`config.mk`:
```
export PLATFORM = sky130hd
export DESIGN_NAME = vending_machine_board
export DESIGN_NICKNAME = d
export VERILOG_FILES = /design/src/rtl/vending_pkg.sv /design/src/rtl/seg_display_mux.sv /design/src/rtl/vending_machine_board.sv
export SDC_FILE = /design/constraint.sdc
export NUM_CORES = 1
export LEC_CHECK = 0
export CAP_MARGIN = 10
export CORE_UTILIZATION = 65
export DETAILED_ROUTE_END_ITERATION = 6
export DONT_BUFFER_PORTS = 1
export GPL_TIMING_DRIVEN = 0
export PLACE_DENSITY = 0.81
export SYNTH_ARGS = -nofsm -noshare
export SYNTH_HDL_FRONTEND = slang
export SYNTH_SLANG_ARGS = --single-unit
```
`constraint.sdc`:
```
create_clock -name clk -period 7.1 [get_ports clk]
set_clock_uncertainty 0.1 [all_clocks]
set_input_delay 1.065 -clock clk [delete_from_list [all_inputs] [get_ports clk]]
set_output_delay 1.065 -clock clk [all_outputs]
set_load 0.1 [all_outputs]
```
`src/rtl/vending_pkg.sv`:
```
`default_nettype none
// ============================================================================
//  Module   : vending_pkg
//  Purpose  : Shared FSM encoding, default prices, coin codes and 7-segment
//             patterns for the drink vending machine board.
//  Revision : 1.0  initial release
// ============================================================================
package vending_pkg;

    typedef enum logic [2:0] {
        FREE       = 3'd0,
        TEA_0      = 3'd1,
        COFFEE_0   = 3'd2,
        CHOC_0     = 3'd3,
        MORE_MONEY = 3'd4,
        DELIVERED  = 3'd5
    } vm_state_t;

    localparam int c_price_tea    = 2;
    localparam int c_price_coffee = 3;
    localparam int c_price_choc   = 4;

    localparam logic [2:0] c_coin_1 = 3'd1;
    localparam logic [2:0] c_coin_2 = 3'd2;
    localparam logic [2:0] c_coin_5 = 3'd5;

    // Segment vectors are {a,b,c,d,e,f,g}, active-low.
    localparam logic [6:0] c_seg_blank = 7'b1111111;

    function automatic logic coin_legal(input logic [2:0] code);
        return (code == c_coin_1) || (code == c_coin_2) || (code == c_coin_5);
    endfunction

    function automatic logic [6:0] seg_decode(input logic [3:0] value);
        logic [6:0] seg;
        case (value)
            4'h0:    seg = 7'b0000001;
            4'h1:    seg = 7'b1001111;
            4'h2:    seg = 7'b0010010;
            4'h3:    seg = 7'b0000110;
            4'h4:    seg = 7'b1001100;
            4'h5:    seg = 7'b0100100;
            4'h6:    seg = 7'b0100000;
            4'h7:    seg = 7'b0001111;
            4'h8:    seg = 7'b0000000;
            4'h9:    seg = 7'b0000100;
            4'hA:    seg = 7'b0001000;
            4'hB:    seg = 7'b1100000;
            4'hC:    seg = 7'b0110001;
            4'hD:    seg = 7'b1000010;
            4'hE:    seg = 7'b0110000;
            default: seg = 7'b0111000;
        endcase
        return seg;
    endfunction

endpackage
`default_nettype wire

```
`src/rtl/seg_display_mux.sv`:
```
`default_nettype none
// ============================================================================
//  Module   : seg_display_mux
//  Purpose  : Time-multiplexed 4-digit 7-segment driver with registered
//             anode and cathode outputs.
//  Revision : 1.0  initial release
// ============================================================================
module seg_display_mux
    import vending_pkg::*;
#(
    parameter int REFRESH_DIV = 4
) (
    input  logic       clk,
    input  logic       rst,
    input  logic [3:0] i_digit0,
    input  logic [3:0] i_digit1,
    input  logic [3:0] i_digit2,
    input  logic [3:0] i_digit3,
    input  logic [3:0] i_blank,
    output logic [6:0] o_seg,
    output logic [3:0] o_an
);

    localparam int c_cnt_w = (REFRESH_DIV > 1) ? $clog2(REFRESH_DIV) : 1;

    logic [c_cnt_w-1:0] r_div;
    logic [1:0]         r_slot;
    logic [6:0]         r_seg;
    logic [3:0]         r_an;
    logic               w_tick;
    logic [1:0]         w_slot_nxt;
    logic [3:0]         w_digit;
    logic               w_blank;

    assign w_tick     = (r_div == c_cnt_w'(REFRESH_DIV - 1));
    assign w_slot_nxt = w_tick ? r_slot + 2'd1 : r_slot;

    // Decode from the upcoming slot so anode and cathodes switch together.
    always_comb begin
        w_digit = i_digit0;
        w_blank = i_blank[0];
        case (w_slot_nxt)
            2'd1:    begin w_digit = i_digit1; w_blank = i_blank[1]; end
            2'd2:    begin w_digit = i_digit2; w_blank = i_blank[2]; end
            2'd3:    begin w_digit = i_digit3; w_blank = i_blank[3]; end
            default: begin w_digit = i_digit0; w_blank = i_blank[0]; end
        endcase
    end

    always_ff @(posedge clk) begin
        if (rst) begin
            r_div  <= '0;
            r_slot <= 2'd0;
            r_an   <= 4'b1110;
            r_seg  <= seg_decode(4'd0);
        end else begin
            r_div  <= w_tick ? '0 : r_div + 1'b1;
            r_slot <= w_slot_nxt;
            r_an   <= ~(4'b0001 << w_slot_nxt);
            r_seg  <= w_blank ? c_seg_blank : seg_decode(w_digit);
        end
    end

    assign o_seg = r_seg;
    assign o_an  = r_an;

endmodule
`default_nettype wire

```
`src/rtl/vending_machine_board.sv`:
```
`default_nettype none
// ============================================================================
//  Module   : vending_machine_board
//  Purpose  : Board top for a tea/coffee/chocolate vending machine; define
//             VM_DEBOUNCE_EN to debounce the product buttons.
//  Revision : 1.0  initial release
// ============================================================================
module vending_machine_board
    import vending_pkg::*;
#(
    parameter int PRICE_TEA       = c_price_tea,
    parameter int PRICE_COFFEE    = c_price_coffee,
    parameter int PRICE_CHOC      = c_price_choc,
    parameter int REFRESH_DIV     = 4,
    parameter int DEBOUNCE_CYCLES = 3
) (
    input  logic       clk,
    input  logic       reset,
    input  logic       BTN1,
    input  logic       BTN2,
    input  logic       BTN3,
    input  logic [2:0] Money_in,
    output logic       product1,
    output logic       product2,
    output logic       product3,
    output logic       delivered,
    output logic       a,
    output logic       b,
    output logic       c,
    output logic       d,
    output logic       e,
    output logic       f,
    output logic       g,
    output logic       an0,
    output logic       an1,
    output logic       an2,
    output logic       an3
);

`ifdef VM_DEBOUNCE_EN
    localparam bit c_debounce_en = 1'b1;
`else
    localparam bit c_debounce_en = 1'b0;
`endif

    logic [2:0] r_btn_s1, r_btn_s2, r_btn_prev;
    logic [2:0] r_money_s1, r_money_s2, r_money_prev;
    logic [2:0] w_btn_level, w_btn_press;
    logic       w_coin_evt;

    vm_state_t  r_state, w_state_nxt;
    logic [3:0] r_inserted, w_ins_nxt;
    logic [3:0] r_change, w_chg_nxt;
    logic [3:0] r_price, w_price_nxt;
    logic [1:0] r_prod, w_prod_nxt;
    logic [3:0] w_sum;
    logic [2:0] r_product, w_product_nxt;
    logic       r_delivered;
    logic [6:0] w_seg;
    logic [3:0] w_an;

    always_ff @(posedge clk) begin
        if (reset) begin
            r_btn_s1     <= '0;
            r_btn_s2     <= '0;
            r_btn_prev   <= '0;
            r_money_s1   <= '0;
            r_money_s2   <= '0;
            r_money_prev <= '0;
        end else begin
            r_btn_s1     <= {BTN3, BTN2, BTN1};
            r_btn_s2     <= r_btn_s1;
            r_btn_prev   <= w_btn_level;
            r_money_s1   <= Money_in;
            r_money_s2   <= r_money_s1;
            r_money_prev <= r_money_s2;
        end
    end

    if (c_debounce_en && DEBOUNCE_CYCLES > 0) begin : g_debounce
        localparam int c_db_w = $clog2(DEBOUNCE_CYCLES + 1);
        for (genvar i = 0; i < 3; i++) begin : g_btn
            logic [c_db_w-1:0] r_cnt;
            logic              r_level;
            always_ff @(posedge clk) begin
                if (reset) begin
                    r_cnt   <= '0;
                    r_level <= 1'b0;
                end else if (r_btn_s2[i] == r_level) begin
                    r_cnt <= '0;
                end else if (r_cnt == c_db_w'(DEBOUNCE_CYCLES - 1)) begin
                    r_level <= r_btn_s2[i];
                    r_cnt   <= '0;
                end else begin
                    r_cnt <= r_cnt + 1'b1;
                end
            end
            assign w_btn_level[i] = r_level;
        end
    end else begin : g_sync_only
        assign w_btn_level = r_btn_s2;
    end

    assign w_btn_press = w_btn_level & ~r_btn_prev;
    // A code held for many cycles must count once, so only 0 -> legal counts.
    assign w_coin_evt  = (r_money_prev == 3'd0) && coin_legal(r_money_s2);

    always_ff @(posedge clk) begin
        if (reset) begin
            r_state     <= FREE;
            r_inserted  <= 4'd0;
            r_change    <= 4'd0;
            r_price     <= 4'd0;
            r_prod      <= 2'd0;
            r_product   <= 3'b000;
            r_delivered <= 1'b0;
        end else begin
            r_state     <= w_state_nxt;
            r_inserted  <= w_ins_nxt;
            r_change    <= w_chg_nxt;
            r_price     <= w_price_nxt;
            r_prod      <= w_prod_nxt;
            r_product   <= w_product_nxt;
            r_delivered <= (w_state_nxt == DELIVERED);
        end
    end

    always_comb begin
        w_state_nxt   = r_state;
        w_ins_nxt     = r_inserted;
        w_chg_nxt     = r_change;
        w_price_nxt   = r_price;
        w_prod_nxt    = r_prod;
        w_product_nxt = 3'b000;
        w_sum         = r_inserted + {1'b0, r_money_s2};
        case (r_state)
            FREE: begin
                if (w_btn_press[0]) begin
                    w_state_nxt = TEA_0;
                    w_prod_nxt  = 2'd1;
                    w_price_nxt = 4'(PRICE_TEA);
                end else if (w_btn_press[1]) begin
                    w_state_nxt = COFFEE_0;
                    w_prod_nxt  = 2'd2;
                    w_price_nxt = 4'(PRICE_COFFEE);
                end else if (w_btn_press[2]) begin
                    w_state_nxt = CHOC_0;
                    w_prod_nxt  = 2'd3;
                    w_price_nxt = 4'(PRICE_CHOC);
                end
            end
            TEA_0, COFFEE_0, CHOC_0, MORE_MONEY: begin
                if (w_coin_evt) begin
                    w_ins_nxt = w_sum;
                    if (w_sum >= r_price) begin
                        w_state_nxt = DELIVERED;
                        w_chg_nxt   = w_sum - r_price;
                    end else begin
                        w_state_nxt = MORE_MONEY;
                    end
                end
            end
            DELIVERED: w_state_nxt = DELIVERED;
            default:   w_state_nxt = FREE;
        endcase
        if (w_state_nxt == DELIVERED) begin
            case (w_prod_nxt)
                2'd1:    w_product_nxt = 3'b001;
                2'd2:    w_product_nxt = 3'b010;
                2'd3:    w_product_nxt = 3'b100;
                default: w_product_nxt = 3'b000;
            endcase
        end
    end

    seg_display_mux #(
        .REFRESH_DIV (REFRESH_DIV)
    ) u_display (
        .clk      (clk),
        .rst      (reset),
        .i_digit0 (r_inserted),
        .i_digit1 (4'd0),
        .i_digit2 ({2'b00, r_prod}),
        .i_digit3 (r_change),
        .i_blank  ({1'b0, r_state == FREE, 1'b1, 1'b0}),
        .o_seg    (w_seg),
        .o_an     (w_an)
    );

    assign {product3, product2, product1} = r_product;
    assign delivered                      = r_delivered;
    assign {a, b, c, d, e, f, g}          = w_seg;
    assign {an3, an2, an1, an0}           = w_an;

endmodule
`default_nettype wire

```
**Word-level counts from Yosys, hierarchy flattened**

Memories as Yosys holds them, arrays and structs flattened.
Cells that the tools add are included.

- Bitwise operators: 4
- $add $sub $neg: 4
- Multiplexer cells: 18
- Reductions and logical operators: 13
- Shift operators: 1
- $lt $le $gt $ge: 1
- Eq/ne operators: 16

Operator list:

| operator | number |
|---|---|
| 3-bit case mux with 3 select lines | 2 |
| 3-bit equality test, second input constant | 4 |
| 3-bit two-way mux | 4 |
| 4-bit two-way mux | 3 |
| 4-bit case mux with 3 select lines | 1 |
| 2-bit equality test, second input constant | 5 |
| 2-bit two-way mux | 5 |
| 3-bit by 2-bit equality test with 1-bit output, second input constant | 3 |
| 7-bit two-way mux | 1 |
| 3-bit by 1-bit equality test with 1-bit output, second input constant | 2 |
| 3-bit zero test | 2 |
| 2-bit OR reduction | 3 |
| 2-bit by 1-bit adder with 2-bit output, second input constant | 2 |
| 4-bit by 3-bit adder with 4-bit output | 1 |
| 2-bit by 1-bit equality test with 1-bit output, second input constant | 2 |
| 4-bit >= comparator | 1 |
| 4-bit inverter | 1 |
| 2-bit AND reduction | 2 |
| 4-bit OR reduction | 1 |
| 1-bit by 2-bit << shifter with 4-bit output, first input constant | 1 |
| 4-bit subtractor | 1 |
| 3-bit bitwise AND | 1 |
| 3-bit inverter | 1 |
| 3-bit AND reduction | 1 |
| 6 further kinds | 7 |

- Input bits: 8
- Register bits after elaboration: 54
- Output and inout port bits: 15
- Memories: 1
- ROM bits: 112

Memory list:

| name | words | bits a word | rd ports | clocked after Yosys merged registers in | wr ports | RTL line | source |
|---|---|---|---|---|---|---|---|
| (name not given) | 16 | 7 | 1 | 0 | 0 | vending_pkg.sv:36 | `case (value)` |

**Longest topological paths before layout**

- Word-level depth: 9
- Gate-level depth with buffers: 12
- Mapped depth without buffers: 12

**Cells and area by module**

From an unflattened synthesis, not the netlist that was laid out.

- Cells, all modules: 268
- Area total of the unflattened synthesis: 2586.2 sq um

By module, submodules not included:

| module | sequential area each (sq um) | area each (sq um) | instances | cells an instance |
|---|---|---|---|---|
| vending_machine_board | 760.7 | 1557.7 | 1 | 153 |
| seg_display_mux | 300.3 | 1028.5 | 1 | 115 |

**Worst setup path before layout**

No wires, ideal clock.

- Kind: register to register
- Start: register u_display.r_div[0]
- End: register u_display.r_seg[3], in the netlist u_display.o_seg[3]
- Clock period less this slack: 2.699 ns
- Cell stages (with the launch flop): 13
- Path buffers: 1
- Arrival time: 2.467 ns
- Setup slack: 4.401 ns
- Cell sequence: dfxtp_1 > ha_1 > nand2_1 > xor2_1 > ha_1 > buf_2 > inv_1 > o21ai_0 > inv_1 > ha_1 > mux2i_1 > mux2_2 > a21oi_1

- Word-level cells in the longest chain between the ends: 6
- Elaborated cells on any way between the ends: 9
- Those cells by class: 4 x eq/ne; 4 x mux; 1 x memory

RTL lines:

| what | RTL line | source |
|---|---|---|
| start: declaration | seg_display_mux.sv:26 | `logic [c_cnt_w-1:0] r_div;` |
| start signal: assignment | seg_display_mux.sv:57 | `r_div <= w_tick ? '0 : r_div + 1'b1;` |
| 2-bit equality test * | seg_display_mux.sv:35 | `assign w_tick = (r_div == c_cnt_w'(REFRESH_DIV - 1));` |
| 2-bit two-way mux * | seg_display_mux.sv:36 | `assign w_slot_nxt = w_tick ? r_slot + 2'd1 : r_slot;` |
| 2-bit equality test (tied with other cells) | n/a |  |
| 4-bit case mux with 3 select lines | seg_display_mux.sv:42 | `case (w_slot_nxt)` |
| memory read 16 x 7 bit | n/a |  |
| 7-bit two-way mux * | seg_display_mux.sv:60 | `r_seg <= w_blank ? c_seg_blank : seg_decode(w_digit);` |
| end signal: assignment | seg_display_mux.sv:55 | `r_seg <= seg_decode(4'd0);` |
| end signal: assignment | seg_display_mux.sv:60 |  |
| end: declaration | seg_display_mux.sv:28 | `logic [6:0] r_seg;` |

Every way passes the cells marked *; elsewhere a longest branch is shown, timed or not.
A chain may end at the register's enable or synchronous reset.

**Worst setup path after layout**

Ends and elaborated chain as after synthesis.

==> reports/results.txt <==
clk buf depth = 2
most frequent cells in the layout = dfxtp_1, nand2_1, nor2b_1, a21oi_1, ha_1
path depth of the worst reg2reg path = 12
total negative slack = 0 ps
H-tree levels = 2
commonest non-fill, non-tap cell in the layout = dfxtp_1
Syn Nets = 276
DRC Markers = 0
RSZ-0062 raised after global routing = false
Synth Flop Type = dfxtp_1
clock sinks = 53
FP Rows = 21
vias per cell = 5.54
max_cap viols = 0
share of cells above drive strength 1 = 6.67%
Synth Instances = 248
worst-margin pin slew = 970 ps
synth warn = 0
post-CTS setup buffers = 0
Detailed Routing Iterations Pass 1 = 4
Post-synth ARST share = 0%
Die X-Extent = 62.2 microns
VDD IR max = 0.134 mV
post-route worst setup slack = 3950 ps
CP Data Required Time = 7230 ps
core area = 0.00342 sq mm
initial antenna violation count = 0
Rel. slew slack = 35.2%
number of failing hold endpoints at the final stage = 0
Period minus WS final = 3150 ps
endpoint of the worst-slack reg-to-reg timing path = u_display.o_seg[3]$_SDFF_PP0_
Post-synth EDFFs = 0
gr ovfl total = 0
worst min path class = reg -> reg
dpl hpwl = 3.11 mm
fill count = 244
synth unique cells = 45
initial DRC count = 76
Final Power = 0.000572 W
CTS resizes = 0
R2R Setup Slk = 3950 ps
GP Congestion = 0.816
Yosys reg bits = 53
Post-DRT Antenna Nets = 0
Min Hold Slack = 337 ps
DR WL/cell = 13.8 microns
area of the mapped netlist = 0.00236 sq mm
sequential fraction of the synthesis area = 45.0%
CTS tree = built
Crit Path Max Fanout = 10
IO Port Bufs = 0
I/O Pins = 23
Fmax achieved = 0.318 GHz
final setup fails = 0
die height = 62.2 microns
number of global-route vias before repair = 1561
Synth Area in XOR/XNOR = 1.86%
GRT Util Overall = 23.9%
crit path capture type = flop
utilization after layout = 72.3%
Final Slew Violations = 0
hold path cells = 1
largest family of logic cells by synthesized area = simple AND/OR/NAND/NOR gates
Setup crit start kind = flop
Layout Nets = 283
latest clock arrival within the worst-skew pair = 360 ps
Post-Synth Adder-Cell Area = 11.2%
static leakage = 1.02 nW
Setup WS pre-CTS = 4010 ps
largest net degree at the start of global routing = 15
post-synthesis average cell area = 9.51 sq um
Via Count = 1669
Final period util = 44.4%
PD cells = 232 mW/mm^2
post-synthesis mux area share = 2.60%
Hold Buf Count CTS = 0
arrival time worst endpoint = 3280 ps
Starting Density = 69.0%
Hold Path End = u_display.r_div[0]$_SDFF_PP0_
Synth Area in Compound Gates = 16.2%
simple-gate share of the synthesized area = 18.3%
R2R Path Start = u_display.r_div[0]$_SDFF_PP0_
CTS clk-pin slew, worst paths = 120 ps
die area = 0.00387 sq mm
status = finished clean
CTS Buf Count = 5
final wirelength = 4.15 mm
first-pass GRT wire length = 7.17 mm
Hold Crit Start = u_display.r_div[0]$_SDFF_PP0_
crit path kind = reg -> reg
Area growth syn-to-layout = 4.77%
Root Buffer = clkbuf_4
antenna diode count = 0
worst max-delay path: stages, from the launching register on:
cell     delay (ps)
dfxtp_1         350
ha_1            240
nand2_1          90
xor2_1          360
ha_1            210
buf_2           190
inv_1            50
o21ai_0         630
inv_1           150
ha_1            290
mux2i_1         150
mux2_2          160
a21oi_1          50
area by class of cell:
cell class,instances,area (sq um),share of cell area [%]
Buffer,10,65.1,2.63
Clock buffer,7,55.1,2.23
Inverter,13,48.8,1.97
Multi-Input combinational cell,172,1180,47.9
Sequential cell,53,1060,42.9
Tap cell,46,57.6,2.33
sequential cells by signal, indices dropped and copies added, names as in the netlist, 4 cells and up:
name	cells
u_display.o_an	4
u_display.o_seg	7
r_change	4
r_inserted	4
Yosys cell counts, drive strengths merged (3+ instances only):
library cell,count,area (sq um)
a21oi,19,95.1
nor2,13,48.8
nor3b,4,35.0
o21a,4,30.0
xnor2,3,26.3
ha,18,225
clkbuf,5,18.8
inv,12,45.0
nand3,4,20.0
buf,5,46.3
nor2b,20,125
a211oi,4,45.1
a31oi,3,18.8
mux2i,5,50.1
nand2,26,97.6
o21ai,10,50.1
a21o,3,22.5
dfxtp,53,1060
a22oi,3,22.5
nand2b,4,25.0
nor3,6,30.0
cells by family (layout without fill, tap and decap cells):
group	after synthesis	after routing
mux	6	6
buf+inv	23	30
fa+ha+maj	20	20
flops	53	53
compound gates	57	57
xor+xnor	5	5
simple gates	84	84
per-layer routing:
metal	GRT usage (%)	vias up	part of all wire, %
met5	0	-	0
met4	9.01	0	2.0
met3	5.51	8	4.8
met2	37.2	36	45
met1	32.1	761	49
li1	-	864	-
report_power, final:
group	switching, W	internal (W)
combinational	0.0000501	0.0000383
sequential	0.0000416	0.000313
clock	0.0000822	0.0000470
total	0.000174	0.000399
worst max-delay path by stage:
stage	startpoint	end	slack (ps)
after floorplan	u_display.r_div[0]$_SDFF_PP0_	u_display.o_seg[3]$_SDFF_PP0_	4400
after CTS	u_display.r_div[0]$_SDFF_PP0_	u_display.o_seg[3]$_SDFF_PP0_	3990
final	u_display.r_div[0]$_SDFF_PP0_	u_display.o_seg[3]$_SDFF_PP0_	3950
after global placement	u_display.r_div[0]$_SDFF_PP0_	u_display.o_seg[3]$_SDFF_PP0_	4070
after global routing	u_display.r_div[0]$_SDFF_PP0_	u_display.o_seg[3]$_SDFF_PP0_	3660
after detailed placement	u_display.r_div[0]$_SDFF_PP0_	u_display.o_seg[3]$_SDFF_PP0_	4010
through the flow:
step | instances | cell area [sq um]
4_1_cts | 301 | 2470
3_5_place_dp | 294 | 2420
2_1_floorplan | 248 | 2360
5_1_grt | 301 | 2470
3_3_place_gp | 294 | 2420
6_report | 301 | 2470
(Power assumes the default switching activity.)
